==> src/rtl/tdm_demux.sv <==
// Serial-to-parallel TDM demultiplexer: reassembles sync-aligned frames of
// CH_NUM channels x CH_WIDTH bits and presents them on a registered bus.
module tdm_demux #(
  parameter int CH_NUM   = 2,
  parameter int CH_WIDTH = 4
) (
  input  logic                         clk,
  input  logic                         rst_n,
  input  logic                         din,
  input  logic                         din_vld,
  input  logic                         sync,
  output logic [CH_NUM*CH_WIDTH-1:0]   dout,
  output logic                         dout_vld,
  output logic                         frame_err,
  output logic                         busy
);

  localparam int FRAME_BITS = CH_NUM * CH_WIDTH;
  localparam int CNT_W      = $clog2(FRAME_BITS);
  localparam logic [CNT_W-1:0] LAST_BIT = CNT_W'(FRAME_BITS - 1);

  typedef enum logic {
    HUNT = 1'b0,
    RECV = 1'b1
  } state_e;

  state_e                  state_q, state_d;
  logic [CNT_W-1:0]        bit_cnt_q, bit_cnt_d;
  logic [FRAME_BITS-1:0]   sreg_q, sreg_d;
  logic [FRAME_BITS-1:0]   dout_q, dout_d;
  logic                    dout_vld_q, dout_vld_d;
  logic                    frame_err_q, frame_err_d;

  always_ff @(posedge clk or negedge rst_n) begin
    if (!rst_n) begin
      state_q     <= HUNT;
      bit_cnt_q   <= '0;
      sreg_q      <= '0;
      dout_q      <= '0;
      dout_vld_q  <= 1'b0;
      frame_err_q <= 1'b0;
    end else begin
      state_q     <= state_d;
      bit_cnt_q   <= bit_cnt_d;
      sreg_q      <= sreg_d;
      dout_q      <= dout_d;
      dout_vld_q  <= dout_vld_d;
      frame_err_q <= frame_err_d;
    end
  end

  always_comb begin
    state_d     = state_q;
    bit_cnt_d   = bit_cnt_q;
    sreg_d      = sreg_q;
    dout_d      = dout_q;
    dout_vld_d  = 1'b0;
    frame_err_d = 1'b0;

    if (din_vld) begin
      unique case (state_q)
        HUNT: begin
          if (sync) begin
            sreg_d    = {{(FRAME_BITS-1){1'b0}}, din};
            bit_cnt_d = CNT_W'(1);
            state_d   = RECV;
          end
        end
        RECV: begin
          // An early sync abandons the partial frame and restarts on this bit
          if (sync) begin
            frame_err_d = 1'b1;
            sreg_d      = {{(FRAME_BITS-1){1'b0}}, din};
            bit_cnt_d   = CNT_W'(1);
          end else if (bit_cnt_q == LAST_BIT) begin
            dout_d     = {sreg_q[FRAME_BITS-2:0], din};
            dout_vld_d = 1'b1;
            bit_cnt_d  = '0;
            state_d    = HUNT;
          end else begin
            sreg_d    = {sreg_q[FRAME_BITS-2:0], din};
            bit_cnt_d = bit_cnt_q + 1'b1;
          end
        end
        default: state_d = HUNT;
      endcase
    end
  end

  assign dout      = dout_q;
  assign dout_vld  = dout_vld_q;
  assign frame_err = frame_err_q;
  assign busy      = (state_q == RECV);

endmodule

==> config.mk <==
export PLATFORM = sky130hd
export DESIGN_NAME = tdm_demux
export DESIGN_NICKNAME = d
export VERILOG_FILES = /design/src/rtl/tdm_demux.sv
export SDC_FILE = /design/constraint.sdc
export NUM_CORES = 1
export LEC_CHECK = 0
export CAP_MARGIN = 20
export CORE_AREA = 3 3 49 51
export CTS_BUF_LIST = sky130_fd_sc_hd__clkbuf_8
export DETAILED_ROUTE_END_ITERATION = 6
export DIE_AREA = 0 0 52 54
export DONT_BUFFER_PORTS = 1
export MAX_ROUTING_LAYER = met4
export PLACE_DENSITY = 0.69
export RECOVER_POWER = 50
export SETUP_SLACK_MARGIN = 0.3
export SLEW_MARGIN = 20
export SYNTH_ARGS = -nofsm -noshare
export SYNTH_HDL_FRONTEND = slang
export SYNTH_SLANG_ARGS = --single-unit
export TNS_END_PERCENT = 20
==> constraint.sdc <==
create_clock -name clk -period 1.7 [get_ports clk]
set_clock_uncertainty 0.2 [all_clocks]
set_input_delay 0.255 -clock clk [delete_from_list [all_inputs] [get_ports clk]]
set_output_delay 0.255 -clock clk [all_outputs]
set_load 0.02 [all_outputs]
== Word level (Yosys, flattened, before mapping) ==
Index checks and enable logic that the tools add are counted.
Cells by class
  equality and inequality tests: 3
  mux-type cells: 18
  reductions and logical operators: 3
  add/subtract/negate cells: 1
  bitwise operators: 2
Operator list (count)
  7-bit two-way mux: 3
  7-bit case mux with 2 select lines: 1
  1-bit two-way mux: 9
  3-bit two-way mux: 3
  3-bit case mux with 2 select lines: 1
  4-bit AND reduction: 1
  3-bit by 1-bit adder with 3-bit output, second input constant: 1
  3-bit == test, second input constant: 1
  3-bit != test, second input constant: 1
  3-bit AND reduction: 1
  2-bit != test, second input constant: 1
  1-bit NOT: 2
  1-bit case mux with 2 select lines: 1
  2-bit AND reduction: 1
Storage, ports and cells
  flip-flop bits (word level): 21
  output and inout port bits: 11
  bits of input ports: 5

== Depth between registers and ports, before layout ==
  depth in word-level cells: 5
  depth in mapped cells: 6

== Least setup slack after synthesis ==
OpenSTA, ideal clock, no wires.
  path type: register to register
  start point: register bit_cnt_q[0]
  end point: register sreg_q[3]
  period minus slack after synthesis: 1.707 ns
  setup slack: -0.007 ns
  stages on the path, launching flop included: 7
  arrival time: 1.427 ns
  path through: dfrtp_1 -> ha_1 -> ha_1 -> nor2b_4 -> buf_6 -> mux2_4 -> o22ai_2
On the way
  longest elaborated chain between the ends: 3
Ends and longest elaborated chain
  start: declaration: RTL line 28  | logic [CNT_W-1:0] bit_cnt_q, bit_cnt_d;
  start signal: assignment: RTL line 44  | bit_cnt_q <= bit_cnt_d;
  3-bit == test: RTL line 75  | end else if (bit_cnt_q == LAST_BIT) begin
  3-bit != test (no source line)
  3-bit AND reduction (no source line)
  end signal: assignment: RTL line 45  | sreg_q <= sreg_d;
  end: declaration: RTL line 29  | logic [FRAME_BITS-1:0] sreg_q, sreg_d;
Every way passes these cells.
A chain may end at the register's enable or synchronous reset.

== Final worst setup path ==
  start point: register bit_cnt_q[1]
  end point: register sreg_q[0]
The elaborated chain is that of the path after synthesis.

==> impl_metrics.tcl <==
set metrics [dict create \
    critPathBufInv 0 \
    pin_count 16 \
    slew_headroom 0.246 \
    cts.path.max_buffers 2 \
    antenna_found_initial 0 \
    drive_gt1_frac 0.340 \
    syn_inst 85 \
    fin_tns_setup_ns 0 \
    synth_top_family_by_area "compound AO/OA/AOI/OAI gates" \
    dieArea_mm2 0.00281 \
    cp-end-kind "flop" \
    p_per_area_mw_per_mm2 1070 \
    ant_nets 0 \
    max_cap_viol_count 0 \
    firstDrtPassIters 4 \
    cts_buffers 3 \
    rows 16 \
    synthDistinctLibCells 26 \
    power_leakage_nw 0.552 \
    grt_overflow 0 \
    synth_seq_cells 21 \
    first_global_vias 647 \
    cts.clk_slew.worst_paths_ns 0.08 \
    clock.fmax_ghz 0.590 \
    route.vias.total 653 \
    setup_viol 0 \
    syn_nets 92 \
    gp_congestion 0.742 \
    arrival_ns 1.65 \
    async_flop_share 1.00 \
    synth-compound-area-share 0.139 \
    synth_mux_area_frac 0.108 \
    worstPathCellList "ha_4 > ha_4 > nor2b_4 > o21ai_2 > mux2_4" \
    layout_commonest_cell "dfrtp_1" \
    rsz0062_at_grt "yes" \
    ir_worst_vdd_v 0.000944 \
    hold_path.class "in2async" \
    worstSetupPathType "reg2reg" \
    portBuffers 0 \
    critPathMaxFanout 7 \
    layout_common_cells "dfrtp_1, nand2_1, inv_1, buf_4, mux2_4" \
    ys.flop_type "dfrtp_1" \
    initial_core_util 0.509 \
    dp_slack_ns 0.0212 \
    drtIter0Drc 20 \
    num_antenna_cells 0 \
    drc 0 \
    worst_pin_slew_ns 1.13 \
    cts_tree "yes" \
    area_growth_pct 16.5 \
    period_needed_ns 1.70 \
    die_h_um 54 \
    syn_area_per_cell_um2 11.9 \
    yosysSeqAreaShare 0.521 \
    die_x_um 52 \
    crit_path_frequent_cell "ha_4" \
    fin_crit_sh 0.997 \
    path_delay_family "flip-flops" \
    dp_hpwl_um 1140 \
    clock_latency_ns 0.26 \
    required_ns 1.65 \
    violations "hold timing" \
    grt_pass1_wl_um 3080 \
    start_kind "flop" \
    cts_root_buf "clkbuf_8" \
    syn_area_mm2 0.00101 \
    status "finished, violations left" \
    clock-sinks 21 \
    synth.yosys.warnings 0 \
    nFillCells 164 \
    hold_viol 21 \
    synth_edf_count 0 \
    synthSimpleGateAreaFrac 0.129 \
    grt_use_total 0.158 \
    vias_per_cell 5.40 \
    slowest_stage "dfrtp_1" \
    nets 102 \
    routedWlPerCell_um 16.1 \
    htreeDepth 1 \
    grt_max_degree 22 \
    setup_ws_ns 0.00433 \
    synth_xor_xnor_area_share 0 \
    coreArea_mm2 0.00198 \
    maxSlewViolCount 0 \
    whs_ns -0.0135 \
    max_stage_delay_ns 0.42 \
    yosys.area_share.adder 0.0248 \
    routed_wl_um 1950 \
]
## cell usage after synthesis, types with 2 or more instances
| library cell | number | area [um2] |
|---|---|---|
| ha_1 | 2 | 25.0 |
| o21ai_0 | 4 | 20.0 |
| inv_1 | 8 | 30.0 |
| dfrtp_1 | 21 | 526 |
| nand3_1 | 3 | 15.0 |
| buf_6 | 3 | 33.8 |
| nor2b_1 | 2 | 12.5 |
| o22ai_1 | 2 | 12.5 |
| mux2_4 | 5 | 75.1 |
| o21a_1 | 2 | 15.0 |
| mux2_2 | 3 | 33.8 |
| a221o_1 | 2 | 20.0 |
| buf_2 | 3 | 15.0 |
| nand2_1 | 11 | 41.3 |
| o22ai_2 | 3 | 37.5 |
## metrics by stage
| step | hold slack (ns) | instance area, um2 | util | total power [mW] | instances |
|---|---|---|---|---|---|
| after global routing | 0.0184 | 1170 | 0.593 | 1.33 | 121 |
| after CTS | 0.0265 | 1130 | 0.573 | 1.23 | 119 |
| after global placement | -0.240 | 1020 | 0.516 | 0.846 | 108 |
| final | -0.0135 | 1170 | 0.593 | 1.26 | 121 |
| after floorplan | -0.241 | 1020 | - | 0.836 | 85 |
| after detailed placement | -0.240 | 1020 | 0.516 | 0.852 | 108 |
## layout make-up
type | instances | area, um2 | area share
Clock buffer | 3 | 41.3 | 0.0351
Clock inverter | 1 | 5.00 | 0.00426
Tap cell | 27 | 33.8 | 0.0288
Timing Repair Buffer | 11 | 91.3 | 0.0777
Multi-Input combinational cell | 50 | 447 | 0.380
Inverter | 8 | 30.0 | 0.0256
Sequential cell | 21 | 527 | 0.448
## cells by family after synthesis
kind of cell             count (synthesis)
AO/OA/AOI/OAI                           17
multiplexers                             8
buffers and inverters                   14
flip-flops                              21
AND/OR/NAND/NOR                         23
adder cells (fa/ha/maj)                  2
## state kept, by name, indices dropped and copies added (netlist names)
register	count
dout	8
dout_vld	1
sreg_q	7
busy	1
frame_err	1
bit_cnt_q	3
## worst paths after layout
path | startpoint | to | slack (ns) | cells past startpoint
setup / recovery | bit_cnt_q[1] | sreg_q[0] | 0.004 | 5
hold / removal | rst_n | sreg_q[3] | -0.01 | 1
setup reg to reg | bit_cnt_q[1] | sreg_q[0] | 0.004 | 5
hold reg to reg | sreg_q[1] | dout[2] | 0.33 | 1
max in group asynchronous | rst_n | busy | 0.57 | 1
min in group clk | din_vld | sreg_q[0] | 0.03 | 2
## power breakdown
part           switching (mW)  internal (mW)
logic                   0.117          0.146
clock network           0.167          0.163
registers              0.0949          0.568
total                   0.378          0.877
## what timing repair did
item	in CTS	in global routing
setup endpoints to repair	18	41
hold buffers	5	0
buffers inserted	2	2
pin swaps	0	5
resized for setup	0	8
hold endpoints to repair	32	0
## metal layers
layer	track usage	vias to the layer above	wire, um
met5	-	-	0
met4	0.0262	0	8
met3	0.0693	2	143
met2	0.220	18	930
met1	0.215	323	865
li1	-	310	-
No activity file was read; power rests on OpenSTA's default activity.
